===== src/rtl/fifo_pop_stage_if.sv =====
// Pop-side bundle between the upstream FIFO, this stage and the downstream consumer.
interface fifo_pop_stage_if #(
  parameter int unsigned DW = 64
) ();
  logic          fifo_empty;
  logic [DW-1:0] data_pop;
  logic          fifo_pop;
  logic          out_valid;
  logic [DW-1:0] out_data;
  logic          out_ready;
  logic [1:0]    occupancy;

  // Environment side: owns the FIFO head and the downstream ready.
  modport master (
    output fifo_empty, data_pop, out_ready,
    input  fifo_pop, out_valid, out_data, occupancy
  );

  // Stage side.
  modport slave (
    input  fifo_empty, data_pop, out_ready,
    output fifo_pop, out_valid, out_data, occupancy
  );
endinterface


===== src/rtl/fifo_pop_stage.sv =====
// Registered consumer stage for a FIFO pop port: converts empty/pop/data_pop into a
// registered valid/ready stream using a main entry plus a skid entry. The pop request
// depends only on local state, never on out_ready.
module fifo_pop_stage #(
  parameter int unsigned DW = 64
) (
  input  logic       CLK,
  input  logic       RST,
  input  logic       flush,
  fifo_pop_stage_if.slave bus
);

  logic          main_valid_q, main_valid_d;
  logic [DW-1:0] main_data_q, main_data_d;
  logic          skid_valid_q, skid_valid_d;
  logic [DW-1:0] skid_data_q, skid_data_d;
  logic          pop;
  logic          out_valid;
  logic          take;

  // Pop whenever a free slot is guaranteed: skid empty means at least one slot is free.
  always_comb begin
    pop       = ~RST & ~flush & ~bus.fifo_empty & ~skid_valid_q;
    out_valid = main_valid_q & ~flush;
    take      = out_valid & bus.out_ready;
  end

  // Drive the downstream stream and the occupancy count.
  always_comb begin
    bus.fifo_pop  = pop;
    bus.out_valid = out_valid;
    bus.out_data  = main_data_q;
    bus.occupancy = {1'b0, main_valid_q} + {1'b0, skid_valid_q};
  end

  // Next-state for main and skid entries.
  always_comb begin
    main_valid_d = main_valid_q;
    main_data_d  = main_data_q;
    skid_valid_d = skid_valid_q;
    skid_data_d  = skid_data_q;
    if (flush) begin
      // Drop buffered entries; data registers keep their stale contents.
      main_valid_d = 1'b0;
      skid_valid_d = 1'b0;
    end else if (!pop) begin
      if (take) begin
        main_valid_d = skid_valid_q;
        main_data_d  = skid_data_q;
        skid_valid_d = 1'b0;
      end
    end else if (!main_valid_q) begin
      main_valid_d = 1'b1;
      main_data_d  = bus.data_pop;
    end else if (take) begin
      // Skid is empty here since pop implies ~skid_valid_q.
      main_data_d  = bus.data_pop;
    end else begin
      skid_valid_d = 1'b1;
      skid_data_d  = bus.data_pop;
    end
  end

  // State registers with synchronous reset.
  always_ff @(posedge CLK) begin
    if (RST) begin
      main_valid_q <= 1'b0;
      main_data_q  <= '0;
      skid_valid_q <= 1'b0;
      skid_data_q  <= '0;
    end else begin
      main_valid_q <= main_valid_d;
      main_data_q  <= main_data_d;
      skid_valid_q <= skid_valid_d;
      skid_data_q  <= skid_data_d;
    end
  end

endmodule


===== src/flat_wrapper.sv =====
// flat-port wrapper written by rule: the top's interface ports become plain ports
module fifo_pop_stage_flat 
#(
  parameter int unsigned DW = 64
)
  (CLK, RST, flush, bus_fifo_empty, bus_data_pop, bus_out_ready, bus_fifo_pop, bus_out_valid, bus_out_data, bus_occupancy);
  fifo_pop_stage_if #(.DW(DW)) bus_i ();
  input  logic CLK;
  input  logic RST;
  input  logic flush;
  input wire logic [$bits(bus_i.fifo_empty)-1:0] bus_fifo_empty;
  input wire logic [$bits(bus_i.data_pop)-1:0] bus_data_pop;
  input wire logic [$bits(bus_i.out_ready)-1:0] bus_out_ready;
  output wire logic [$bits(bus_i.fifo_pop)-1:0] bus_fifo_pop;
  output wire logic [$bits(bus_i.out_valid)-1:0] bus_out_valid;
  output wire logic [$bits(bus_i.out_data)-1:0] bus_out_data;
  output wire logic [$bits(bus_i.occupancy)-1:0] bus_occupancy;
  assign bus_i.fifo_empty = bus_fifo_empty;
  assign bus_i.data_pop = bus_data_pop;
  assign bus_i.out_ready = bus_out_ready;
  assign bus_fifo_pop = bus_i.fifo_pop;
  assign bus_out_valid = bus_i.out_valid;
  assign bus_out_data = bus_i.out_data;
  assign bus_occupancy = bus_i.occupancy;
  fifo_pop_stage #(.DW(DW)) u_core (.CLK(CLK), .RST(RST), .flush(flush), .bus(bus_i));
endmodule

===== config.mk =====
export PLATFORM = sky130hd
export DESIGN_NAME = fifo_pop_stage_flat
export DESIGN_NICKNAME = d
export VERILOG_FILES = /design/src/rtl/fifo_pop_stage_if.sv /design/src/rtl/fifo_pop_stage.sv /design/src/flat_wrapper.sv
export SDC_FILE = /design/constraint.sdc
export NUM_CORES = 1
export LEC_CHECK = 0
export ABC_AREA = 1
export BUFFER_PORTS_ARGS = -buffer_cell sky130_fd_sc_hd__buf_2
export CAP_MARGIN = 25
export CORE_ASPECT_RATIO = 1.5
export CORE_MARGIN = 5
export CORE_UTILIZATION = 25
export DETAILED_ROUTE_END_ITERATION = 10
export PLACE_DENSITY_LB_ADDON = 0.1
export SETUP_SLACK_MARGIN = 0.4
export SLEW_MARGIN = 20
export SYNTH_ARGS = -nofsm -noshare
export SYNTH_HDL_FRONTEND = slang
export SYNTH_SLANG_ARGS = --single-unit

===== constraint.sdc =====
create_clock -name CLK -period 1.8 [get_ports CLK]
set_clock_uncertainty 0.05 [all_clocks]
set_input_delay 0.54 -clock CLK [delete_from_list [all_inputs] [get_ports CLK]]
set_output_delay 0.54 -clock CLK [all_outputs]
set_load 0.02 [all_outputs]

==> impl_metrics.csv <==
group,metric,value,unit
grt,grt_max_degree,62,
setup_path,worstPathArrival,1.22,ns
cts,cts_root_buf,"clkbuf_16",
timing,rsz0062_at_grt,"true",
grt,grt_pass1_vias,6757,
pwr,ir_worst_vdd,0.629,mV
setup_path,r2r_slack,0.19,ns
timing,setup_slack,-0.00667,ns
yosys,synth_top_area_share,40.3,%
yosys,synth_cells,1061,
cts,cts_tree,"done",
finish,area_growth,70.2,%
finish,fin_nets,1312,
setup_path,cp-start-kind,"flip-flop",
grt,grt.total_usage,18.1,%
floorplan,start_util,25.2,%
timing,holdWs,0.369,ns
place,hpwl,13.4,mm
place,gp_congestion,0.713,
route,route.vias.total,7030,
setup_path,required,1.21,ns
floorplan,rows,72,
floorplan,dieHeight,207,microns
cts,h-tree-depth,4,
yosys,synth_area_leader_cell,"dfxtp_1",
timing,final.setup.tns,-0.00667,ns
pwr,intPower,5.63,mW
timing,min_period,1.81,ns
status,violations,"negative setup slack",
finish,fin_cells,1585,
setup_path,critPathLaunch,"u_core.main_valid_q",
setup_path,critPathMaxFanout,2,
yosys,postSynthAreaPerCell,6.09,sq um
yosys,ys_ff_latch,130,
timing,fin_crit_sh,100,%
yosys,netlist_area,0.00646,sq mm
route,drt-pass1-iter-count,4,
status,status,"complete, but fails checks",
pwr,p_clk_share,44.1,%
floorplan,coreArea,0.0257,sq mm
pwr,power_leakage,5.61,nW
grt,antenna_found_initial,1,
yosys,yosysSeqAreaShare,40.3,%
pwr,p_seq_share,39.6,%
timing,timing.fmax,0.554,GHz
pwr,p_comb_share,16.3,%
grt,grt_remaining_overflow,0,
setup_path,endpoint,"bus_occupancy[0]",
route,wire_per_inst,17.3,microns
finish,final_common_cell,"nand2_1",
setup_path,end_kind,"output port",
timing,slew_viol_final,0,
cts,clock_sinks,130,
yosys,yosys-top-cells-area,"dfxtp_1 (40%), nand2_1 (19%), nor2_1 (15%)",
timing,relSlewSlack,76.8,%
pwr,p_sw,2.04,mW
yosys,synth-warning-count,0,
min_path,hold_path_class,"in -> reg",
route,postRouteWirelength,27.5,mm
cts,hold_buffers,0,
cts,numCtsBuffers,17,
setup_path,reg2reg_from,"u_core.main_valid_q",
route,ant_nets,0,
setup_path,r2r_cells,10,
finish,fillCellCount,2702,
yosys,ys_types,17,
setup_path,critPathKind,"reg -> out",
cts,clk_pin_slew,0.06,ns
timing,hold_violations,0,
finish,layout-drive-gt1-share,40.4,%
cts,cts_buffer_depth,2,
cts,clk_latency,0.42,ns
floorplan,io_pins,137,
pwr,total_power,7.67,mW
pwr,p_sw_share,26.6,%
finish,num_antenna_cells,0,
place,placed_cells,1487,
place,postPlaceCellArea,0.00769,sq mm
setup_path,timing.rr.end,"u_core.bus.out_data[47]",
grt,grt_pass1_wl,39.8,mm
finish,final_util,42.8,%
finish,final_cell_mix,"nand2_1 (278), nor2_1 (197), inv_1 (131), buf_6 (86), buf_2 (67)",
yosys,synth_nets,1131,
place,pre_cts_ws,-0.130,ns
route,drc,0,
timing,setup_violations,1,
route,avgViaCountPerCell,4.44,
timing,worst_slew_pin_slew,0.348,ns
place,portBuffers,136,
route,drt_iter0_markers,256,
finish,fin_area,0.0110,sq mm
run,maxCapViolations,0,
floorplan,die-area,0.0292,sq mm
floorplan,die_w,141,microns
pwr,power_per_cell_area,697,mW/mm^2
## metal layers
layer  GRT usage [%]  routed length (microns)
met5               0                       11
met4            7.06                      776
met3            3.34                      879
met2            34.1                    14800
met1            20.0                    11100
## Yosys cell counts
library cell	n
dfxtp_1	130
nor2_1	258
nand4_2	1
buf_2	26
o21ai_0	1
nor2_4	1
nand4_1	64
nand3_2	1
nand2_2	1
inv_1	136
buf_1	12
nand2_1	325
buf_4	14
o211ai_1	1
nand3_1	66
clkbuf_1	23
ha_1	1
## area by class of cell
| cell class | instances | area, sq um | share of cell area [%] |
|---|---|---|---|
| sequential | 130 | 2690 | 24.4 |
| multi-input combinational | 721 | 3900 | 35.5 |
| inverter | 136 | 523 | 4.75 |
| tap | 333 | 417 | 3.79 |
| clock buffer | 23 | 468 | 4.25 |
| timing repair buffer | 236 | 2920 | 26.6 |
| clock inverter | 6 | 82.6 | 0.751 |
## worst min-delay path by stage
| stage | endpoint | start | slack [ns] | depth (start not counted) |
|---|---|---|---|---|
| after CTS | u_core.skid_data_q[45] | bus_data_pop[45] | 0.35 | 5 |
| after floorplan | u_core.skid_data_q[0] | u_core.skid_data_q[0] | 0.41 | 2 |
| final | u_core.skid_data_q[45] | bus_data_pop[45] | 0.37 | 5 |
| after detailed placement | u_core.skid_data_q[55] | u_core.skid_data_q[55] | 0.42 | 2 |
| after global placement | u_core.skid_data_q[21] | u_core.skid_data_q[21] | 0.41 | 2 |
| after global routing | u_core.skid_data_q[63] | bus_data_pop[63] | 0.37 | 5 |
## state kept, by name, indices dropped and copies added (netlist names)
register	count
u_core.bus.out_data	64
u_core.skid_valid_q	1
u_core.skid_data_q	64
u_core.main_valid_q	1
## worst max-delay path, cell delays in order, from the launching register on
cell and delay (ns):
dfxtp_2 0.32, buf_6 0.11, ha_4 0.25, buf_6 0.11
## logic make-up (layout without fill, tap and decap cells)
kind of cell	count (synthesis)	in the layout	synth area share, %
and+or+nand+nor	717	718	45.8
buffers and inverters	211	401	13.6
DFF	130	130	40.3
adders and majority gates	1	1	0.194
AOI/OAI and AO/OA	2	2	0.194
## power by group through the flow
stage	clock network, mW	logic, mW	registers [mW]
global placement	0	0.897	3.07
floorplan	0	0.420	3.16
CTS	3.48	1.13	3.04
finish	3.38	1.25	3.04
detailed placement	0	0.895	3.07
global route	3.59	1.36	3.05
## repair_timing
item	CTS	global route
resized for setup	335	160
pin swaps	21	144
buffers inserted	26	12
endpoints found under the setup margin	196	197
cloned	23	8
(Power assumes the default switching activity.)
